<file path="src/rtl/rf_arb_pkg.sv">
// rtl/rf_arb_pkg.sv - shared types and widths for the regfile write-port arbiter
package rf_arb_pkg;
    localparam int REG_ADDR_W = 5;
    localparam int XLEN_DEF   = 32;

    typedef enum logic {
        ARB_NORMAL   = 1'b0,
        ARB_FORCE_LL = 1'b1
    } arb_state_t;
endpackage

</file>
<file path="src/rtl/rf_scoreboard.sv">
// rtl/rf_scoreboard.sv - pending-destination scoreboard for long-latency results
// Decode stalls against the registered vector only; set beats clear on the same register.
module rf_scoreboard
    import rf_arb_pkg::*;
#(
    parameter int NUM_REGS = 32
) (
    input  logic                  clk,
    input  logic                  reset,
    input  logic                  id_valid,
    input  logic [REG_ADDR_W-1:0] id_rs1,
    input  logic [REG_ADDR_W-1:0] id_rs2,
    input  logic [REG_ADDR_W-1:0] id_rd,
    input  logic                  id_is_long,
    input  logic                  ll_fire,
    input  logic [REG_ADDR_W-1:0] ll_rd,
    output logic [NUM_REGS-1:0]   pending,
    output logic                  id_stall
);
    logic [NUM_REGS-1:0] set_vec;
    logic [NUM_REGS-1:0] clr_vec;
    logic [NUM_REGS-1:0] pending_nxt;

    assign id_stall = id_valid & (pending[id_rs1] | pending[id_rs2] | pending[id_rd]);

    always_comb begin
        set_vec = '0;
        clr_vec = '0;
        if (ll_fire) begin
            clr_vec[ll_rd] = 1'b1;
        end
        if (id_valid && id_is_long && !id_stall && id_rd != '0) begin
            set_vec[id_rd] = 1'b1;
        end
        pending_nxt    = (pending & ~clr_vec) | set_vec;
        pending_nxt[0] = 1'b0;
    end

    always_ff @(posedge clk or posedge reset) begin
        if (reset) begin
            pending <= '0;
        end else begin
            pending <= pending_nxt;
        end
    end
endmodule

</file>
<file path="src/rtl/rf_wb_arbiter.sv">
// rtl/rf_wb_arbiter.sv - regfile write-port arbiter between pipeline WB and the LL unit
// STARVE_GUARD_EN adds the starvation counter and the forced-LL-grant state.
module rf_wb_arbiter
    import rf_arb_pkg::*;
#(
    parameter int XLEN         = XLEN_DEF,
    parameter int NUM_REGS     = 32,
    parameter int STARVE_LIMIT = 4
) (
    input  logic                  clk,
    input  logic                  reset,
    input  logic                  wb_valid,
    input  logic [REG_ADDR_W-1:0] wb_rd,
    input  logic [XLEN-1:0]       wb_data,
    output logic                  wb_hold,
    input  logic                  ll_valid,
    output logic                  ll_ready,
    input  logic [REG_ADDR_W-1:0] ll_rd,
    input  logic [XLEN-1:0]       ll_data,
    input  logic                  id_valid,
    input  logic [REG_ADDR_W-1:0] id_rs1,
    input  logic [REG_ADDR_W-1:0] id_rs2,
    input  logic [REG_ADDR_W-1:0] id_rd,
    input  logic                  id_is_long,
    output logic                  id_stall,
    output logic                  rf_we,
    output logic [REG_ADDR_W-1:0] rf_waddr,
    output logic [XLEN-1:0]       rf_wdata,
    output logic [NUM_REGS-1:0]   pending
);
    logic ll_fire;
    logic wb_fire;

    if (STARVE_LIMIT < 1) begin : g_limit_check
        $error("STARVE_LIMIT must be at least 1");
    end

    assign ll_fire = ll_valid & ll_ready;
    assign wb_fire = wb_valid & ~wb_hold;

`ifdef STARVE_GUARD_EN
    localparam int CNT_W = $clog2(STARVE_LIMIT + 1);

    arb_state_t        state;
    arb_state_t        state_nxt;
    logic [CNT_W-1:0]  starve_cnt;

    always_ff @(posedge clk or posedge reset) begin
        if (reset) begin
            state      <= ARB_NORMAL;
            starve_cnt <= '0;
        end else begin
            state <= state_nxt;
            if (ll_valid && !ll_ready) begin
                starve_cnt <= starve_cnt + 1'b1;
            end else begin
                starve_cnt <= '0;
            end
        end
    end

    always_comb begin
        state_nxt = state;
        wb_hold   = 1'b0;
        ll_ready  = ~wb_valid;
        case (state)
            ARB_NORMAL: begin
                if (ll_valid && wb_valid && starve_cnt == CNT_W'(STARVE_LIMIT - 1)) begin
                    state_nxt = ARB_FORCE_LL;
                end
            end
            ARB_FORCE_LL: begin
                wb_hold  = 1'b1;
                ll_ready = 1'b1;
                // ll_ready is 1 here, so either the result fires or ll_valid has dropped
                state_nxt = ARB_NORMAL;
            end
            default: state_nxt = ARB_NORMAL;
        endcase
    end
`else
    assign wb_hold  = 1'b0;
    assign ll_ready = ~wb_valid;
`endif

    // x0 writes are accepted from the requester but never enable the port
    always_ff @(posedge clk or posedge reset) begin
        if (reset) begin
            rf_we    <= 1'b0;
            rf_waddr <= '0;
            rf_wdata <= '0;
        end else if (wb_fire) begin
            rf_we    <= (wb_rd != '0);
            rf_waddr <= wb_rd;
            rf_wdata <= wb_data;
        end else if (ll_fire) begin
            rf_we    <= (ll_rd != '0);
            rf_waddr <= ll_rd;
            rf_wdata <= ll_data;
        end else begin
            rf_we <= 1'b0;
        end
    end

    rf_scoreboard #(
        .NUM_REGS(NUM_REGS)
    ) u_scoreboard (
        .clk       (clk),
        .reset     (reset),
        .id_valid  (id_valid),
        .id_rs1    (id_rs1),
        .id_rs2    (id_rs2),
        .id_rd     (id_rd),
        .id_is_long(id_is_long),
        .ll_fire   (ll_fire),
        .ll_rd     (ll_rd),
        .pending   (pending),
        .id_stall  (id_stall)
    );
endmodule
</file>
<file path="config.mk">
export PLATFORM = sky130hd
export DESIGN_NAME = rf_wb_arbiter
export DESIGN_NICKNAME = d
export VERILOG_FILES = /design/src/rtl/rf_arb_pkg.sv /design/src/rtl/rf_scoreboard.sv /design/src/rtl/rf_wb_arbiter.sv
export SDC_FILE = /design/constraint.sdc
export NUM_CORES = 1
export LEC_CHECK = 0
export BUFFER_PORTS_ARGS = -buffer_cell sky130_fd_sc_hd__buf_2
export CORE_MARGIN = 4
export CORE_UTILIZATION = 50
export CTS_BUF_LIST = sky130_fd_sc_hd__clkbuf_16
export CTS_CLUSTER_SIZE = 14
export DETAILED_ROUTE_END_ITERATION = 8
export PLACE_DENSITY = 0.92
export SYNTH_ARGS = -nofsm -noshare
export SYNTH_HDL_FRONTEND = slang
export SYNTH_SLANG_ARGS = --single-unit
export TNS_END_PERCENT = 100
</file>
<file path="constraint.sdc">
create_clock -name clk -period 5.25 [get_ports clk]
set_input_delay 0.2625 -clock clk [delete_from_list [all_inputs] [get_ports clk]]
set_output_delay 0.2625 -clock clk [all_outputs]
set_load 0.02 [all_outputs]
</file>
==> report_table.html <==
<table>
<tr><th>Metric</th><th>Value</th></tr>
<tr><th colspan="2">Status</th></tr>
<tr><td>Result of the run</td><td>finished clean</td></tr>
<tr><th colspan="2">Critical path</th></tr>
<tr><td>Critical path data arrival time</td><td>2.66 ns</td></tr>
<tr><td>Critical path peak fanout</td><td>25</td></tr>
<tr><td>Kind of end point of the critical path</td><td>output port</td></tr>
<tr><td>Worst path most repeated cell</td><td>sky130_fd_sc_hd__o22ai_1</td></tr>
<tr><td>Slowest stage delay, CP</td><td>0.48 ns</td></tr>
<tr><td>Critical Path Source Type</td><td>flop</td></tr>
<tr><td>Standard cell with the maximum stage delay on the critical path</td><td>sky130_fd_sc_hd__mux4_2</td></tr>
<tr><td>Category of the critical setup timing path</td><td>flop to output port</td></tr>
<tr><td>Chain of cells forming the critical path</td><td>mux4_2 &gt; o22ai_1 &gt; o22ai_1 &gt; a21oi_4 &gt; nand4b_4 &gt; o21a_1 &gt; buf_2</td></tr>
<tr><td>CP required</td><td>4.99 ns</td></tr>
<tr><th colspan="2">STA</th></tr>
<tr><td>Final Skew</td><td>0.002466 ns</td></tr>
<tr><td>Hold violation count in the final report</td><td>0</td></tr>
<tr><td>Final worst path period need</td><td>2.921 ns</td></tr>
<tr><td>Peak clock frequency supported by timing</td><td>342.4 MHz</td></tr>
<tr><td>Final total negative setup slack</td><td>0 ns</td></tr>
<tr><td>Number of failing setup endpoints in the final timing report</td><td>0</td></tr>
<tr><td>Worst relative slew slack</td><td>0.2682</td></tr>
<tr><td>Slew Limit Fails</td><td>0</td></tr>
<tr><td>RSZ-0062 raised after global routing</td><td>false</td></tr>
<tr><td>Final worst setup slack</td><td>2.330 ns</td></tr>
<tr><td>Period utilisation layout</td><td>0.5563</td></tr>
<tr><td>Worst Tran Pin Value</td><td>1.098 ns</td></tr>
<tr><th colspan="2">Layout</th></tr>
<tr><td>Filler cell count in the final layout</td><td>618</td></tr>
<tr><td>Sequential cell area</td><td>1727 sq um</td></tr>
<tr><td>Area growth from synthesis to layout</td><td>25.89%</td></tr>
<tr><td>Final-stage net count</td><td>653</td></tr>
<tr><td>Multi-input combinational cell area</td><td>2195 sq um</td></tr>
<tr><td>Post-Route Utilization</td><td>0.6594</td></tr>
<tr><td>Number of cells in the finished layout apart from fillers</td><td>665</td></tr>
<tr><td>Post-route standard cell area excluding fillers</td><td>5201 sq um</td></tr>
<tr><td>Final antenna diode count</td><td>0</td></tr>
<tr><td>Share of cells above drive strength 1</td><td>0.3677</td></tr>
<tr><th colspan="2">Clocking</th></tr>
<tr><td>CTS tree</td><td>yes</td></tr>
<tr><td>Count of H-tree levels built during CTS</td><td>3</td></tr>
<tr><td>Number of clock buffers inserted by TritonCTS</td><td>9</td></tr>
<tr><td>Clock insertion delay at the later pin of the skew report</td><td>0.32 ns</td></tr>
<tr><td>Number of hold buffers added after cts</td><td>0</td></tr>
<tr><td>Post-CTS clock slew at the launch and capture registers of the worst setup and hold paths</td><td>0.06 ns</td></tr>
<tr><td>Number of clock sinks</td><td>69</td></tr>
<tr><td>Post-CTS Resized</td><td>0</td></tr>
<tr><td>Maximum buffer depth of the clock tree</td><td>2</td></tr>
<tr><td>Count of buffers added by post-CTS timing repair for setup</td><td>0</td></tr>
<tr><td>Clock Root Buffer</td><td>sky130_fd_sc_hd__clkbuf_16</td></tr>
<tr><th colspan="2">Power and ir drop</th></tr>
<tr><td>Switching Power</td><td>506.8 uW</td></tr>
<tr><td>Cell-internal power</td><td>1101 uW</td></tr>
<tr><td>Part of the total power dissipated in the clock network</td><td>0.357</td></tr>
<tr><td>Worst IR Drop VDD</td><td>0.2019 mV</td></tr>
<tr><td>Share of total power consumed by net switching</td><td>0.3153</td></tr>
<tr><td>Leakage component of the power</td><td>0.002582 uW</td></tr>
<tr><td>Fraction of power consumed by sequential logic</td><td>0.403</td></tr>
<tr><td>Power per cell area</td><td>309.0 nW/um^2</td></tr>
<tr><td>Share of power burned in combinational logic</td><td>0.240</td></tr>
<tr><th colspan="2">Routing</th></tr>
<tr><td>Total number of vias</td><td>4051</td></tr>
<tr><td>Drt drc</td><td>0</td></tr>
<tr><td>Total iterations of the first detailed-routing run</td><td>5</td></tr>
<tr><td>Remaining antenna violation count after routing</td><td>0</td></tr>
<tr><td>Via density</td><td>6.092</td></tr>
<tr><td>Total wirelength of the detailed-routed design</td><td>12.82 mm</td></tr>
<tr><td>Number of DRC markers in iteration 0</td><td>258</td></tr>
<tr><td>Average wire per cell in the routed design</td><td>19.28 um</td></tr>
<tr><th colspan="2">Place</th></tr>
<tr><td>Total cell area at the placement stage</td><td>4920 sq um</td></tr>
<tr><td>DPL Wire Length</td><td>9.605 mm</td></tr>
<tr><td>Placer congestion estimate</td><td>1.024</td></tr>
<tr><td>Setup Slack @ Placement</td><td>2.556 ns</td></tr>
<tr><td>Number of port buffers</td><td>165</td></tr>
<tr><td>Total placed cells including tap cells</td><td>649</td></tr>
<tr><th colspan="2">Synthesis</th></tr>
<tr><td>Sequential-to-total area share from yosys stat</td><td>0.4179</td></tr>
<tr><td>Leading area contributor after synthesis</td><td>sky130_fd_sc_hd__dfrtp_1</td></tr>
<tr><td>Largest cells by area after synthesis</td><td>sky130_fd_sc_hd__dfrtp_1 42%, sky130_fd_sc_hd__mux2i_1 14%, sky130_fd_sc_hd__o21ai_0 9.1%, sky130_fd_sc_hd__o31ai_1 4.5%, sky130_fd_sc_hd__nand2_1 4.3%</td></tr>
<tr><td>Synth Flop Type</td><td>sky130_fd_sc_hd__dfrtp_1</td></tr>
<tr><td>Most repeated cell in the gate-level netlist after synthesis</td><td>sky130_fd_sc_hd__o21ai_0</td></tr>
<tr><td>Count of flip-flops with a built-in enable after synthesis</td><td>0</td></tr>
<tr><td>Warning count from the yosys run</td><td>0</td></tr>
<tr><td>Share of flip-flops with an asynchronous set or reset after synthesis</td><td>1.000</td></tr>
<tr><td>Number of unique standard cell types used by synthesis</td><td>48</td></tr>
<tr><td>Synthesized netlist cell count</td><td>412</td></tr>
<tr><td>Flip-flop and latch count after synthesis</td><td>69</td></tr>
<tr><td>Post-synthesis cell area</td><td>4131 sq um</td></tr>
<tr><td>Post-Synthesis Mean Instance Area</td><td>10.03 sq um</td></tr>
<tr><td>Top cells by instance count after synthesis</td><td>75 x sky130_fd_sc_hd__o21ai_0, 69 x sky130_fd_sc_hd__dfrtp_1, 59 x sky130_fd_sc_hd__mux2i_1, 47 x sky130_fd_sc_hd__nand2_1, 25 x sky130_fd_sc_hd__o31ai_1</td></tr>
<tr><td>Fraction of synthesized cell area taken by the top area cell type</td><td>0.4179</td></tr>
<tr><th colspan="2">Run</th></tr>
<tr><td>Max-cap violations</td><td>0</td></tr>
<tr><th colspan="2">Floorplanning</th></tr>
<tr><td>Standard cell core area</td><td>7888 sq um</td></tr>
<tr><td>Die extent in y</td><td>98.90 um</td></tr>
<tr><td>Starting density of the core</td><td>0.5238</td></tr>
<tr><td>Die width</td><td>98.90 um</td></tr>
<tr><td>Site row count</td><td>32</td></tr>
<tr><td>Floorplan die area</td><td>9781 sq um</td></tr>
<tr><td>I/O pins</td><td>168</td></tr>
<tr><th colspan="2">GRT</th></tr>
<tr><td>Residual overflow from global routing</td><td>0</td></tr>
<tr><td>Wire length of the first global-routing pass</td><td>20.50 mm</td></tr>
<tr><td>Number of global-route vias before repair</td><td>4066</td></tr>
<tr><td>Number of antenna violations at the first check in global routing</td><td>0</td></tr>
<tr><td>Pin count of the biggest net entering global routing</td><td>79</td></tr>
<tr><td>Total global routing track utilization</td><td>0.2599</td></tr>
<tr><th colspan="2">Hold path</th></tr>
<tr><td>Class of the most critical hold timing path</td><td>input port to flop</td></tr>
</table>
state kept, by name (all words and copies together) (netlist names):
name / flops
u_scoreboard.pending: 31
rf_we: 1
rf_waddr: 5
rf_wdata: 32
layout make-up:
| class | count | share of cell area |
|---|---|---|
| Inverter | 8 | 0.005773 |
| Tap cell | 102 | 0.02454 |
| Timing Repair Buffer | 167 | 0.1617 |
| Multi-Input combinational cell | 303 | 0.4219 |
| Clock buffer | 9 | 0.04330 |
| Clock inverter | 7 | 0.01083 |
| Sequential cell | 69 | 0.3320 |
power groups by stage:
stage                     clock network (uW)  logic (uW)  registers, uW
final                                    574         386            648
after global routing                     608         418            655
after CTS                                582         386            645
after detailed placement                   0         384            652
after global placement                     0         371            649
after floorplan                            0         185            704
stage by stage:
step / total power (uW) / hold slack (ns)
finish: 1607 / 0.1439
global route: 1681 / 0.1503
CTS: 1613 / 0.1387
detailed placement: 1036 / 0.4788
global placement: 1020 / 0.4656
floorplan: 889.3 / 0.3793
routing by layer:
metal | up-vias | GRT usage | share of wire
met5 | - | 0 | 0
li1 | 1821 | - | -
met4 | 0 | 0.07878 | 0.014
met3 | 23 | 0.07431 | 0.12
met2 | 275 | 0.4339 | 0.49
met1 | 1932 | 0.3276 | 0.38
cell usage in the layout (no fill, tap or decap), types with 2 or more instances in the layout:
master	synthesis	final
sky130_fd_sc_hd__a221oi_1	2	2
sky130_fd_sc_hd__and2_1	2	2
sky130_fd_sc_hd__and3_1	2	2
sky130_fd_sc_hd__buf_2	3	165
sky130_fd_sc_hd__buf_4	5	2
sky130_fd_sc_hd__clkbuf_16	0	9
sky130_fd_sc_hd__clkinv_1	0	3
sky130_fd_sc_hd__clkinv_2	0	3
sky130_fd_sc_hd__conb_1	1	2
sky130_fd_sc_hd__dfrtp_1	69	69
sky130_fd_sc_hd__inv_1	8	7
sky130_fd_sc_hd__mux2_2	10	10
sky130_fd_sc_hd__mux2i_1	59	59
sky130_fd_sc_hd__mux4_1	2	2
sky130_fd_sc_hd__mux4_2	6	6
sky130_fd_sc_hd__nand2_1	47	47
sky130_fd_sc_hd__nand2b_1	3	3
sky130_fd_sc_hd__nand3_1	6	6
sky130_fd_sc_hd__nand3b_1	7	7
sky130_fd_sc_hd__nand4_1	2	2
sky130_fd_sc_hd__nor2_1	10	10
sky130_fd_sc_hd__nor2b_1	4	4
sky130_fd_sc_hd__nor3_1	2	2
sky130_fd_sc_hd__o2111ai_1	2	2
sky130_fd_sc_hd__o21ai_0	75	75
sky130_fd_sc_hd__o221ai_1	2	2
sky130_fd_sc_hd__o22ai_1	6	6
sky130_fd_sc_hd__o31ai_1	25	25
sky130_fd_sc_hd__o31ai_2	2	2
sky130_fd_sc_hd__or3_1	5	5
sky130_fd_sc_hd__or3b_1	2	2
sky130_fd_sc_hd__or4_1	2	2
critical path, delay by kind of cell (launching register included):
kind | cells | cell delay [ns]
compound gates | 4 | 0.88
buf+inv | 1 | 0.16
flops | 1 | 0.44
mux | 1 | 0.48
simple gates | 1 | 0.37
cell families after synthesis:
group           count (synthesis)  share of synthesized area
compound gates                126                     0.1911
simple gates                   98                     0.1227
flops                          69                     0.4179
other cells                     1                  0.0009077
mux                            77                     0.2156
buf+inv                        41                    0.05179
path summary, 6_finish.rpt:
kind,from,endpoint,slack (ns),cells past startpoint
worst max-delay path,u_scoreboard.pending[26]$_DFF_PP0_,id_stall,2.33,7
worst min register to register,rf_wdata[19]$_DFFE_PP0P_,rf_wdata[19]$_DFFE_PP0P_,0.57,2
worst max register to register,u_scoreboard.pending[26]$_DFF_PP0_,u_scoreboard.pending[11]$_DFF_PP0_,2.81,6
max in group asynchronous,reset,u_scoreboard.pending[3]$_DFF_PP0_,4.50,3
min in group asynchronous,reset,rf_waddr[3]$_DFFE_PP0P_,0.21,3
worst min-delay path,wb_data[9],rf_wdata[9]$_DFFE_PP0P_,0.14,3
No activity file was read; power rests on OpenSTA's default activity.
